### config.mk
export PLATFORM = sky130hd
export DESIGN_NAME = multifunction_register
export DESIGN_NICKNAME = d
export VERILOG_FILES = /design/src/rtl/multifunction_register_pkg.sv /design/src/rtl/multifunction_register_next_state.sv /design/src/rtl/multifunction_register.sv
export SDC_FILE = /design/constraint.sdc
export NUM_CORES = 1
export LEC_CHECK = 0
export BUFFER_PORTS_ARGS = -buffer_cell sky130_fd_sc_hd__buf_2
export CAP_MARGIN = 20
export CORE_AREA = 2 2 39 41
export DETAILED_ROUTE_END_ITERATION = 8
export DIE_AREA = 0 0 41 43
export GPL_ROUTABILITY_DRIVEN = 0
export PLACE_DENSITY = 0.67
export SYNTH_ARGS = -nofsm -noshare
export SYNTH_HDL_FRONTEND = slang
export SYNTH_SLANG_ARGS = --single-unit
### constraint.sdc
create_clock -name clk -period 1 [get_ports clk]
set_input_delay 0.05 -clock clk [delete_from_list [all_inputs] [get_ports clk]]
set_output_delay 0.05 -clock clk [all_outputs]
set_load 0.01 [all_outputs]
### src/rtl/multifunction_register_pkg.sv
// Shared opcode definitions for the multifunction register and its clients.
package multifunction_register_pkg;

    localparam int OPCODE_WIDTH = 3;

    localparam logic [OPCODE_WIDTH-1:0] NONE                = 3'd0;
    localparam logic [OPCODE_WIDTH-1:0] CLR                 = 3'd1;
    localparam logic [OPCODE_WIDTH-1:0] PARALLEL_LOAD       = 3'd2;
    localparam logic [OPCODE_WIDTH-1:0] SERIAL_MSB_LOAD     = 3'd3;
    localparam logic [OPCODE_WIDTH-1:0] SERIAL_LSB_LOAD     = 3'd4;
    localparam logic [OPCODE_WIDTH-1:0] SHIFT_LOGICAL_LEFT  = 3'd5;
    localparam logic [OPCODE_WIDTH-1:0] SHIFT_LOGICAL_RIGHT = 3'd6;

endpackage

### src/rtl/multifunction_register_next_state.sv
// Combinational next-state mux: picks the new register word from the current
// contents, the opcode and the serial/parallel inputs.
module register_next_state
    import multifunction_register_pkg::*;
#(
    parameter int WIDTH = 8
) (
    input  logic [WIDTH-1:0]        q,
    input  logic [OPCODE_WIDTH-1:0] ctrl,
    input  logic                    serial_data_input,
    input  logic [WIDTH-1:0]        parallel_data_input,
    output logic [WIDTH-1:0]        next_q
);

    // Opcode decode; unused and unknown codes fall through to hold.
    always_comb begin
        next_q = q;
        case (ctrl)
            NONE:                next_q = q;
            CLR:                 next_q = {WIDTH{1'b0}};
            PARALLEL_LOAD:       next_q = parallel_data_input;
            SERIAL_MSB_LOAD:     next_q = {serial_data_input, q[WIDTH-1:1]};
            SERIAL_LSB_LOAD:     next_q = {q[WIDTH-2:0], serial_data_input};
            SHIFT_LOGICAL_LEFT:  next_q = {q[WIDTH-2:0], 1'b0};
            SHIFT_LOGICAL_RIGHT: next_q = {1'b0, q[WIDTH-1:1]};
            default:             next_q = q;
        endcase
    end

endmodule

### src/rtl/multifunction_register.sv
// Multifunction register: a reset-qualified flip-flop bank fed by the
// opcode-driven next-state mux; the output is the flop contents directly.
module multifunction_register
    import multifunction_register_pkg::*;
#(
    parameter int WIDTH = 8
) (
    input  logic                    clk,
    input  logic                    sync_reset,
    input  logic [OPCODE_WIDTH-1:0] ctrl,
    input  logic                    serial_data_input,
    input  logic [WIDTH-1:0]        parallel_data_input,
    output logic [WIDTH-1:0]        data_output
);

    logic [WIDTH-1:0] q_r;
    logic [WIDTH-1:0] next_q_s;

    register_next_state #(
        .WIDTH(WIDTH)
    ) u_next_state (
        .q                   (q_r),
        .ctrl                (ctrl),
        .serial_data_input   (serial_data_input),
        .parallel_data_input (parallel_data_input),
        .next_q              (next_q_s)
    );

    // State register; reset wins over every opcode.
    always_ff @(posedge clk) begin
        if (sync_reset) begin
            q_r <= {WIDTH{1'b0}};
        end else begin
            q_r <= next_q_s;
        end
    end

    assign data_output = q_r;

endmodule

==> impl_metrics.py, run 1 <==
metrics = {
    "worst_setup_path": {
        "slowest_stage": "dfxtp_1",
        "crit_family": "flip-flops",
        "critPathLaunchType": "flop",
        "critPathMaxFanout": 4,
        "path_class": "flop to output pin",
        "rrSetupSlack_ns": 0.27,
        "rr_worst_depth": 2,
        "critical_path_buf_inv_count": 1,
        "endpoint_kind": "output pin",
        "rr_endpoint": "data_output[3]",
        "cp_cell_sequence": "buf_2",
        "max_stage_delay_ns": 0.37,
        "required_ns": 0.95,
        "arrival_ns": 0.77,
        "reg2reg_from": "data_output[2]",
    },
    "timing": {
        "whs_ns": 0.0757,
        "hold_violations": 0,
        "rsz0062_at_grt": "no",
        "relSlewSlack_pct": 78.6,
        "tns_ns": 0,
        "tightest_slew_ns": 0.321,
        "period_share_pct": 81.8,
        "max_freq_ghz": 1.22,
        "finClkSkew_ns": 0.00371,
        "finalSetupViolations": 0,
        "slew_violations": 0,
        "fin_crit_ns": 0.818,
    },
    "hold_path": {
        "hold_path_end": "data_output[6]",
        "min_from": "sync_reset",
        "hold_class": "input port to flop",
        "worstHoldPathCells": 2,
    },
    "synth": {
        "ys_ff_latch": 8,
        "yosysWarnings": 0,
        "synth_area_um2": 450,
        "ys_types": 20,
        "syn-num-nets": 67,
        "synthCells": 53,
        "ys_seq_area_share_pct": 35.6,
        "synth_area_per_cell_um2": 8.50,
    },
    "floorplanning": {
        "io_pins": 22,
        "start_util_pct": 32.5,
        "core_um2": 1380,
        "die_y_um": 43,
        "rows": 14,
        "die-area_um2": 1760,
        "die_w_um": 41,
    },
    "route": {
        "drt-pass1-iter-count": 4,
        "wl_per_cell_um": 12.6,
        "vias": 514,
        "drt_iter0_drc": 20,
        "drc_errors": 0,
        "wl_met1_um": 526,
        "top_layer": "met4",
        "wl_mm": 1.16,
        "detail_route.vias_per_cell": 5.59,
        "dr_wl_met3_um": 112,
        "drt.antenna.violating_nets": 0,
        "dr_wl_met2_um": 503,
    },
    "placed_design": {
        "port_buffers": 21,
    },
    "run": {
        "timing.max_cap.violations": 0,
    },
    "clocking": {
        "postCtsHoldBufs": 0,
        "clock_latency_ns": 0.25,
        "clock_path_buffers": 2,
        "cts_resized": 0,
        "cts_made_buffers": 3,
        "cts_tree": "yes",
        "clockRootBuffer": "clkbuf_4",
        "cts_setup_buffers": 0,
        "clock_sinks": 8,
        "path_clk_slew_ns": 0.05,
        "cts-htree-levels": 1,
    },
    "cells_and_area": {
        "layout-drive-gt1-share_pct": 42.1,
        "syn2layout_area_growth_pct": 33.6,
        "n_antenna_cell": 0,
        "largest_register_ffs": 8,
        "nets": 92,
        "fillCellCount": 146,
    },
    "power_and_ir_drop": {
        "pwr_density_cell_nw_per_um2": 1180,
        "combPwrFrac_pct": 18.4,
        "clkPwrFrac_pct": 33.7,
        "internal_power_uw": 528,
        "p_seq_share_pct": 47.9,
        "ir_drop_uv": 442,
        "p_sw_uw": 184,
        "switching_share_pct": 25.9,
        "cellLeakagePower_uw": 0.000244,
    },
    "global_route": {
        "track_usage_pct": 14.8,
        "grt_pass1_wl_mm": 1.82,
        "gr-total-overflow": 0,
        "grt_pass1_vias": 430,
        "antenna_found_initial": 0,
        "grt_max_degree": 9,
    },
    "status": {
        "outcome": "completed",
    },
}
## Yosys cell counts
library cell,number,share of area [%]
nor4bb_1,1,2.2
buf_2,2,2.2
buf_1,1,0.83
a31oi_1,9,12
nor2_1,1,0.83
o21ai_0,5,5.6
nand3b_1,1,1.7
nor3b_2,1,2.8
nand2_1,1,0.83
nand3_1,7,7.8
nor3_2,1,2.2
dfxtp_1,8,36
and3_1,1,1.4
o21ai_1,3,3.3
a22oi_1,6,10
buf_4,1,1.7
nor2b_1,1,1.4
xor2_2,1,3.6
clkbuf_2,1,1.1
mux2_2,1,2.5
## worst max-delay path by stage
stage | slack [ns] | cells past startpoint | endpoint | start
after floorplan | 0.16 | 5 | data_output[0] | ctrl[0]
after global routing | 0.13 | 1 | data_output[2] | data_output[2]
final | 0.18 | 1 | data_output[5] | data_output[5]
after CTS | 0.17 | 1 | data_output[5] | data_output[5]
after global placement | 0.10 | 5 | data_output[6] | ctrl[2]
after detailed placement | 0.08 | 4 | data_output[0] | ctrl[0]
## power by group through the flow
stage               combinational, µW  sequential, µW  clock [µW]
floorplan                        66.3             352           0
global placement                  128             347           0
detailed placement                130             348           0
CTS                               131             341         255
global route                      143             342         265
finish                            131             341         240
## per-stage QoR
| stage | instance area, µm² | std cells | setup slack, ns | power, µW | util, % |
|---|---|---|---|---|---|
| 2_1_floorplan | 450 | 53 | 0.162 | 418 | - |
| 3_3_place_gp | 579 | 89 | 0.101 | 476 | 41.9 |
| 3_5_place_dp | 579 | 89 | 0.0797 | 478 | 41.9 |
| 4_1_cts | 602 | 92 | 0.174 | 727 | 43.5 |
| 5_1_grt | 602 | 92 | 0.128 | 751 | 43.5 |
| 6_report | 602 | 92 | 0.182 | 712 | 43.5 |
## metal layers
metal | vias up | global-route usage, %
met1 | 226 | 24.0
met4 | 0 | 10.0
li1 | 252 | -
met3 | 2 | 2.09
met5 | - | 0
met2 | 34 | 16.9
## cell families (layout without fill, tap and decap cells)
logic type	after synthesis	after routing	synth area share, %
XOR/XNOR	1	1	3.61
flip-flops	8	8	35.6
multiplexers	1	1	2.50
AND/OR/NAND/NOR	15	15	21.1
AO/OA/AOI/OAI	23	23	31.4
buffers and inverters	5	28	5.83
## layout make-up
class                   count  area [µm²]  share of cell area (%)
multi-input cells          40         264                    43.9
well taps                  16        20.0                    3.33
flip-flops and latches      8         160                    26.6
repair buffers             25         135                    22.5
clock buffers               3        22.5                    3.74
## cell usage in the layout (no fill, tap or decap), types with 3 or more instances in the layout
cell type and count:
a22oi_1 6, a31oi_1 9, buf_2 21, buf_4 4, clkbuf_4 3, dfxtp_1 8
nand3_1 7, o21ai_0 5, o21ai_1 3
Note: power is estimated with default switching activity, not from simulation.
==> run 2, diff against run 1 <==
==> constraint.sdc (replaced) <==
create_clock -name clk -period 0.8 [get_ports clk]
set_input_delay 0.04 -clock clk [delete_from_list [all_inputs] [get_ports clk]]
set_output_delay 0.04 -clock clk [all_outputs]
set_load 0.01 [all_outputs]
==> impl_metrics.py, run 2 (synthesized netlist as in run 1, its figures left out) <==
metrics = {
    "worst_setup_path": {
        "required_ns": 0.76,
        "critical_path_buf_inv_count": 1,
        "max_stage_delay_ns": 0.35,
        "crit_family": "flip-flops",
        "arrival_ns": 0.74,
        "critPathLaunchType": "flop",
        "cp_cell_sequence": "buf_2",
        "slowest_stage": "dfxtp_2",
        "path_class": "flop to output pin",
        "critPathMaxFanout": 4,
        "endpoint_kind": "output pin",
    },
    "clocking": {
        "cts_made_buffers": 3,
        "cts_tree": "yes",
        "cts-htree-levels": 1,
        "clock_path_buffers": 2,
        "clock_sinks": 8,
        "cts_setup_buffers": 0,
        "clockRootBuffer": "clkbuf_4",
        "postCtsHoldBufs": 0,
        "path_clk_slew_ns": 0.06,
        "clock_latency_ns": 0.25,
    },
    "placed_design": {
        "port_buffers": 21,
        "post-place-ws_ns": -0.132,
        "detailed_place_hpwl_um": 860,
        "dp_cells": 92,
    },
    "global_route": {
        "grt_pass1_vias": 414,
        "antenna_found_initial": 0,
        "track_usage_pct": 14.1,
        "grt_pass1_wl_mm": 1.71,
        "gr-total-overflow": 0,
        "grt_max_degree": 9,
    },
    "timing": {
        "rsz0062_at_grt": "no",
        "finalSetupViolations": 0,
        "hold_violations": 0,
        "finClkSkew_ns": 0.00313,
        "slew_violations": 0,
        "period_share_pct": 97.0,
        "relSlewSlack_pct": 78.6,
        "max_freq_ghz": 1.29,
        "worst_slack_ns": 0.0241,
        "fin_crit_ns": 0.776,
        "tightest_slew_ns": 0.321,
    },
    "power_and_ir_drop": {
        "clkPwrFrac_pct": 33.4,
        "combPwrFrac_pct": 20.0,
        "internal_power_uw": 682,
        "cellLeakagePower_uw": 0.000266,
        "p_sw_uw": 243,
        "p_seq_share_pct": 46.6,
        "pwr_density_cell_nw_per_um2": 1420,
        "p_total_uw": 925,
        "switching_share_pct": 26.3,
        "ir_drop_uv": 590,
    },
    "route": {
        "wl_per_cell_um": 12.1,
        "drt.antenna.violating_nets": 0,
        "wl_mm": 1.15,
        "drc_errors": 0,
        "detail_route.vias_per_cell": 5.62,
        "vias": 534,
        "drt-pass1-iter-count": 4,
        "drt_iter0_drc": 9,
    },
    "floorplanning": {
        "rows": 14,
        "core_um2": 1380,
        "die-area_um2": 1760,
        "die_w_um": 41,
        "start_util_pct": 32.5,
        "die_y_um": 43,
        "io_pins": 22,
    },
    "cells_and_area": {
        "fillCellCount": 149,
        "layout-drive-gt1-share_pct": 54.4,
        "fin_cells": 95,
        "syn2layout_area_growth_pct": 45.0,
        "final_cell_mix": "buf_2 (19), a31oi_1 (9), dfxtp_2 (8)",
        "mostFrequentLayoutCell": "buf_2",
        "largest_register_ffs": 8,
        "n_antenna_cell": 0,
        "nets": 95,
    },
    "run": {
        "timing.max_cap.violations": 0,
    },
    "status": {
        "outcome": "completed",
    },
    "hold_path": {
        "hold_class": "input port to flop",
    },
}
run 2: cell type report:
type / instances / area [µm²] / share of cell area (%)
flip-flops and latches: 8 / 170 / 26.1
repair buffers: 28 / 170 / 26.1
well taps: 16 / 20.0 / 3.07
multi-input cells: 40 / 270 / 41.4
clock buffers: 3 / 22.5 / 3.45
run 2: what timing repair did:
| action | 4_1_cts | 5_1_grt |
|---|---|---|
| gates cloned | 0 | 0 |
| endpoints found under the setup margin | 6 | 4 |
| gates resized for setup | 6 | 4 |
run 2: path summary, 6_finish.rpt:
path,from,slack (ns),depth (start not counted),endpoint
worst max register to register,data_output[1],0.05,2,data_output[2]
worst min-delay path,sync_reset,0.05,2,data_output[3]
worst max-delay path,data_output[2],0.02,1,data_output[2]
worst min register to register,data_output[6],0.50,2,data_output[7]
run 2: routing by layer:
metal | wire (µm) | vias to the layer above | track usage [%]
li1 | - | 259 | -
met3 | 101 | 2 | 1.57
met1 | 535 | 244 | 20.7
met2 | 494 | 29 | 18.1
met5 | 0 | - | 0
met4 | 14 | 0 | 10.0
run 2: power by group through the flow:
stage                     sequential, µW  clock (µW)  combinational (µW)
after floorplan                      440           0                89.1
after global placement               435           0                 180
final                                431         309                 185
after CTS                            429         320                 182
after detailed placement             436           0                 181
after global routing                 432         336                 203
run 2: through the flow:
step	TNS (ns)	instance area (µm²)	hold slack, ns	utilization [%]
after CTS	0	638	0.0357	46.1
after floorplan	-0.0996	463	0.245	-
after global placement	-0.798	608	0.317	43.9
after global routing	0	653	0.0495	47.2
after detailed placement	-0.890	608	0.314	43.9
final	0	653	0.0492	47.2
==> run 3, diff against run 2 <==
--- a/config.mk
+++ b/config.mk
@@ -5,13 +5,14 @@
 export SDC_FILE = /design/constraint.sdc
 export NUM_CORES = 1
 export LEC_CHECK = 0
+export ABC_AREA = 1
 export BUFFER_PORTS_ARGS = -buffer_cell sky130_fd_sc_hd__buf_2
 export CAP_MARGIN = 20
 export CORE_AREA = 2 2 39 41
 export DETAILED_ROUTE_END_ITERATION = 8
 export DIE_AREA = 0 0 41 43
 export GPL_ROUTABILITY_DRIVEN = 0
-export PLACE_DENSITY = 0.67
+export PLACE_DENSITY = 0.76
 export SYNTH_ARGS = -nofsm -noshare
 export SYNTH_HDL_FRONTEND = slang
 export SYNTH_SLANG_ARGS = --single-unit
==> impl_metrics.py, run 3 <==
metrics = {
    "power_and_ir_drop": {
        "p_total_uw": 954,
        "ir_drop_uv": 1120,
        "pwr_density_cell_nw_per_um2": 1260,
        "cellLeakagePower_uw": 0.000441,
    },
    "route": {
        "wl_per_cell_um": 9.55,
        "vias": 666,
        "drt-pass1-iter-count": 4,
        "drt.antenna.violating_nets": 0,
        "detail_route.vias_per_cell": 4.72,
        "wl_mm": 1.35,
        "drt_iter0_drc": 16,
        "drc_errors": 0,
    },
    "worst_setup_path": {
        "critPathLaunchType": "flop",
        "arrival_ns": 0.95,
        "endpoint_kind": "flop",
        "critPathMaxFanout": 4,
        "cp_cell_sequence": "inv_2 -> nor2_2 -> nor2_1 -> nand3_1 -> nand2_1 -> inv_1",
        "crit_family": "flip-flops",
        "slowest_stage": "dfxtp_2",
        "path_class": "flop to flop",
        "required_ns": 0.94,
        "rr_worst_depth": 6,
        "critical_path_buf_inv_count": 2,
        "max_stage_delay_ns": 0.33,
        "cp.depth": 6,
    },
    "synth": {
        "yosysWarnings": 0,
        "ys_seq_area_share_pct": 28.2,
        "synth.top_cells.by_count": "inv_1 (23), nor2_1 (23), nand2_1 (17)",
        "ys_types": 11,
        "synth_area_um2": 568,
        "syn-num-nets": 114,
        "ys_async_sr_fraction_pct": 0,
        "synthCells": 100,
        "synth_flop_cell": "dfxtp_1",
        "synth_edf_count": 0,
        "synth_area_per_cell_um2": 5.68,
        "ys_ff_latch": 8,
        "synth_area_leader_cell": "dfxtp_1",
        "synth_top_area_share_pct": 28.2,
        "synthTopCellsByArea": "dfxtp_1 (28%), inv_1 (15%), nor2_1 (15%)",
    },
    "floorplanning": {
        "die-area_um2": 1760,
        "die_y_um": 43,
        "rows": 14,
        "die_w_um": 41,
        "start_util_pct": 41.0,
        "core_um2": 1380,
        "io_pins": 22,
    },
    "cells_and_area": {
        "final_cell_mix": "nor2_1 (22), inv_1 (18), buf_2 (18)",
        "n_antenna_cell": 0,
        "fin_util_pct": 54.7,
        "design_area_um2": 757,
        "syn2layout_area_growth_pct": 33.3,
        "layout-drive-gt1-share_pct": 38.4,
        "mostFrequentLayoutCell": "nor2_1",
        "largest_register_ffs": 8,
        "nets": 141,
    },
    "global_route": {
        "grt_max_degree": 9,
        "grt_pass1_vias": 576,
        "track_usage_pct": 19.6,
        "grt_pass1_wl_mm": 2.31,
        "gr-total-overflow": 0,
        "antenna_found_initial": 0,
    },
    "clocking": {
        "clockRootBuffer": "clkbuf_4",
        "cts-htree-levels": 1,
        "clock_latency_ns": 0.25,
        "cts_setup_buffers": 0,
        "cts_made_buffers": 3,
        "path_clk_slew_ns": 0.05,
        "clock_sinks": 8,
        "clock_path_buffers": 2,
        "cts_tree": "yes",
    },
    "timing": {
        "fin_crit_ns": 0.808,
        "finalSetupViolations": 1,
        "slew_violations": 0,
        "rsz0062_at_grt": "yes",
        "worst_slack_ns": -0.00833,
        "hold_violations": 0,
        "finClkSkew_ns": 0.00398,
        "relSlewSlack_pct": 87.7,
        "tightest_slew_ns": 0.184,
        "period_share_pct": 101,
        "max_freq_ghz": 1.24,
    },
    "hold_path": {
        "worstHoldPathCells": 5,
        "hold_class": "input port to flop",
    },
    "placed_design": {
        "port_buffers": 21,
        "post-place-ws_ns": -0.0825,
        "postPlaceCellArea_um2": 693,
        "detailed_place_hpwl_mm": 1.02,
    },
    "run": {
        "timing.max_cap.violations": 0,
    },
    "status": {
        "violations": "negative setup slack",
        "outcome": "finished, violations left",
    },
}
[run 3: cell type report]
cell class	count	area, µm²
fillers	140	627
multi-input cells	66	313
flip-flops and latches	8	170
repair buffers	22	134
inverters	26	97.6
clock buffers	3	22.5
well taps	16	20.0
[run 3: worst register-to-register path: stages, from the launching register on]
cell and delay, ns:
dfxtp_2 0.33, inv_2 0.05, nor2_2 0.03, nor2_1 0.12, nand3_1 0.08, nand2_1 0.06
inv_1 0.04
[run 3: what timing repair did]
item,4_1_cts,5_1_grt
resized for setup,6,12
cloned,0,0
hold buffers,1,0
pin swaps,1,12
setup endpoints to repair,10,13
endpoints found under the hold margin,1,0
[run 3: report_power, final]
| group | switching, µW | internal, µW |
|---|---|---|
| Combinational | 124 | 87.8 |
| Clock | 130 | 171 |
| Sequential | 20.1 | 421 |
[run 3: path summary, 6_finish.rpt]
path	startpoint	to	slack, ns
worst min register to register	data_output[7]	data_output[7]	0.51
worst min-delay path	parallel_data_input[7]	data_output[7]	0.16
worst max register to register	data_output[3]	data_output[4]	-0.008
worst max-delay path	data_output[3]	data_output[4]	-0.008
[run 3: layer usage]
metal / wire length [µm] / share of wire (%) / GRT usage [%] / vias to the layer above
li1: - / - / - / 358
met1: 624 / 46 / 24.3 / 294
met2: 667 / 50 / 28.1 / 14
met3: 54 / 4.0 / 9.42 / 0
met4: 0 / 0 / 8.00 / 0
met5: 0 / 0 / 0 / -
[run 3: metrics by stage]
stage | std cells | hold WS (ns) | setup TNS (ns)
floorplan | 100 | 0.109 | 0
global placement | 137 | 0.233 | -0.428
detailed placement | 137 | 0.235 | -0.591
CTS | 141 | 0.164 | 0
global route | 141 | 0.176 | -0.340
finish | 141 | 0.157 | -0.00833
[run 3: cells by family (layout without fill, tap and decap cells)]
logic type      Yosys count  count (layout)  synth area share (%)
flops                     8               8                  28.2
compound gates            2               2                  1.76
buf+inv                  26              51                  17.2
simple gates             64              64                  52.9
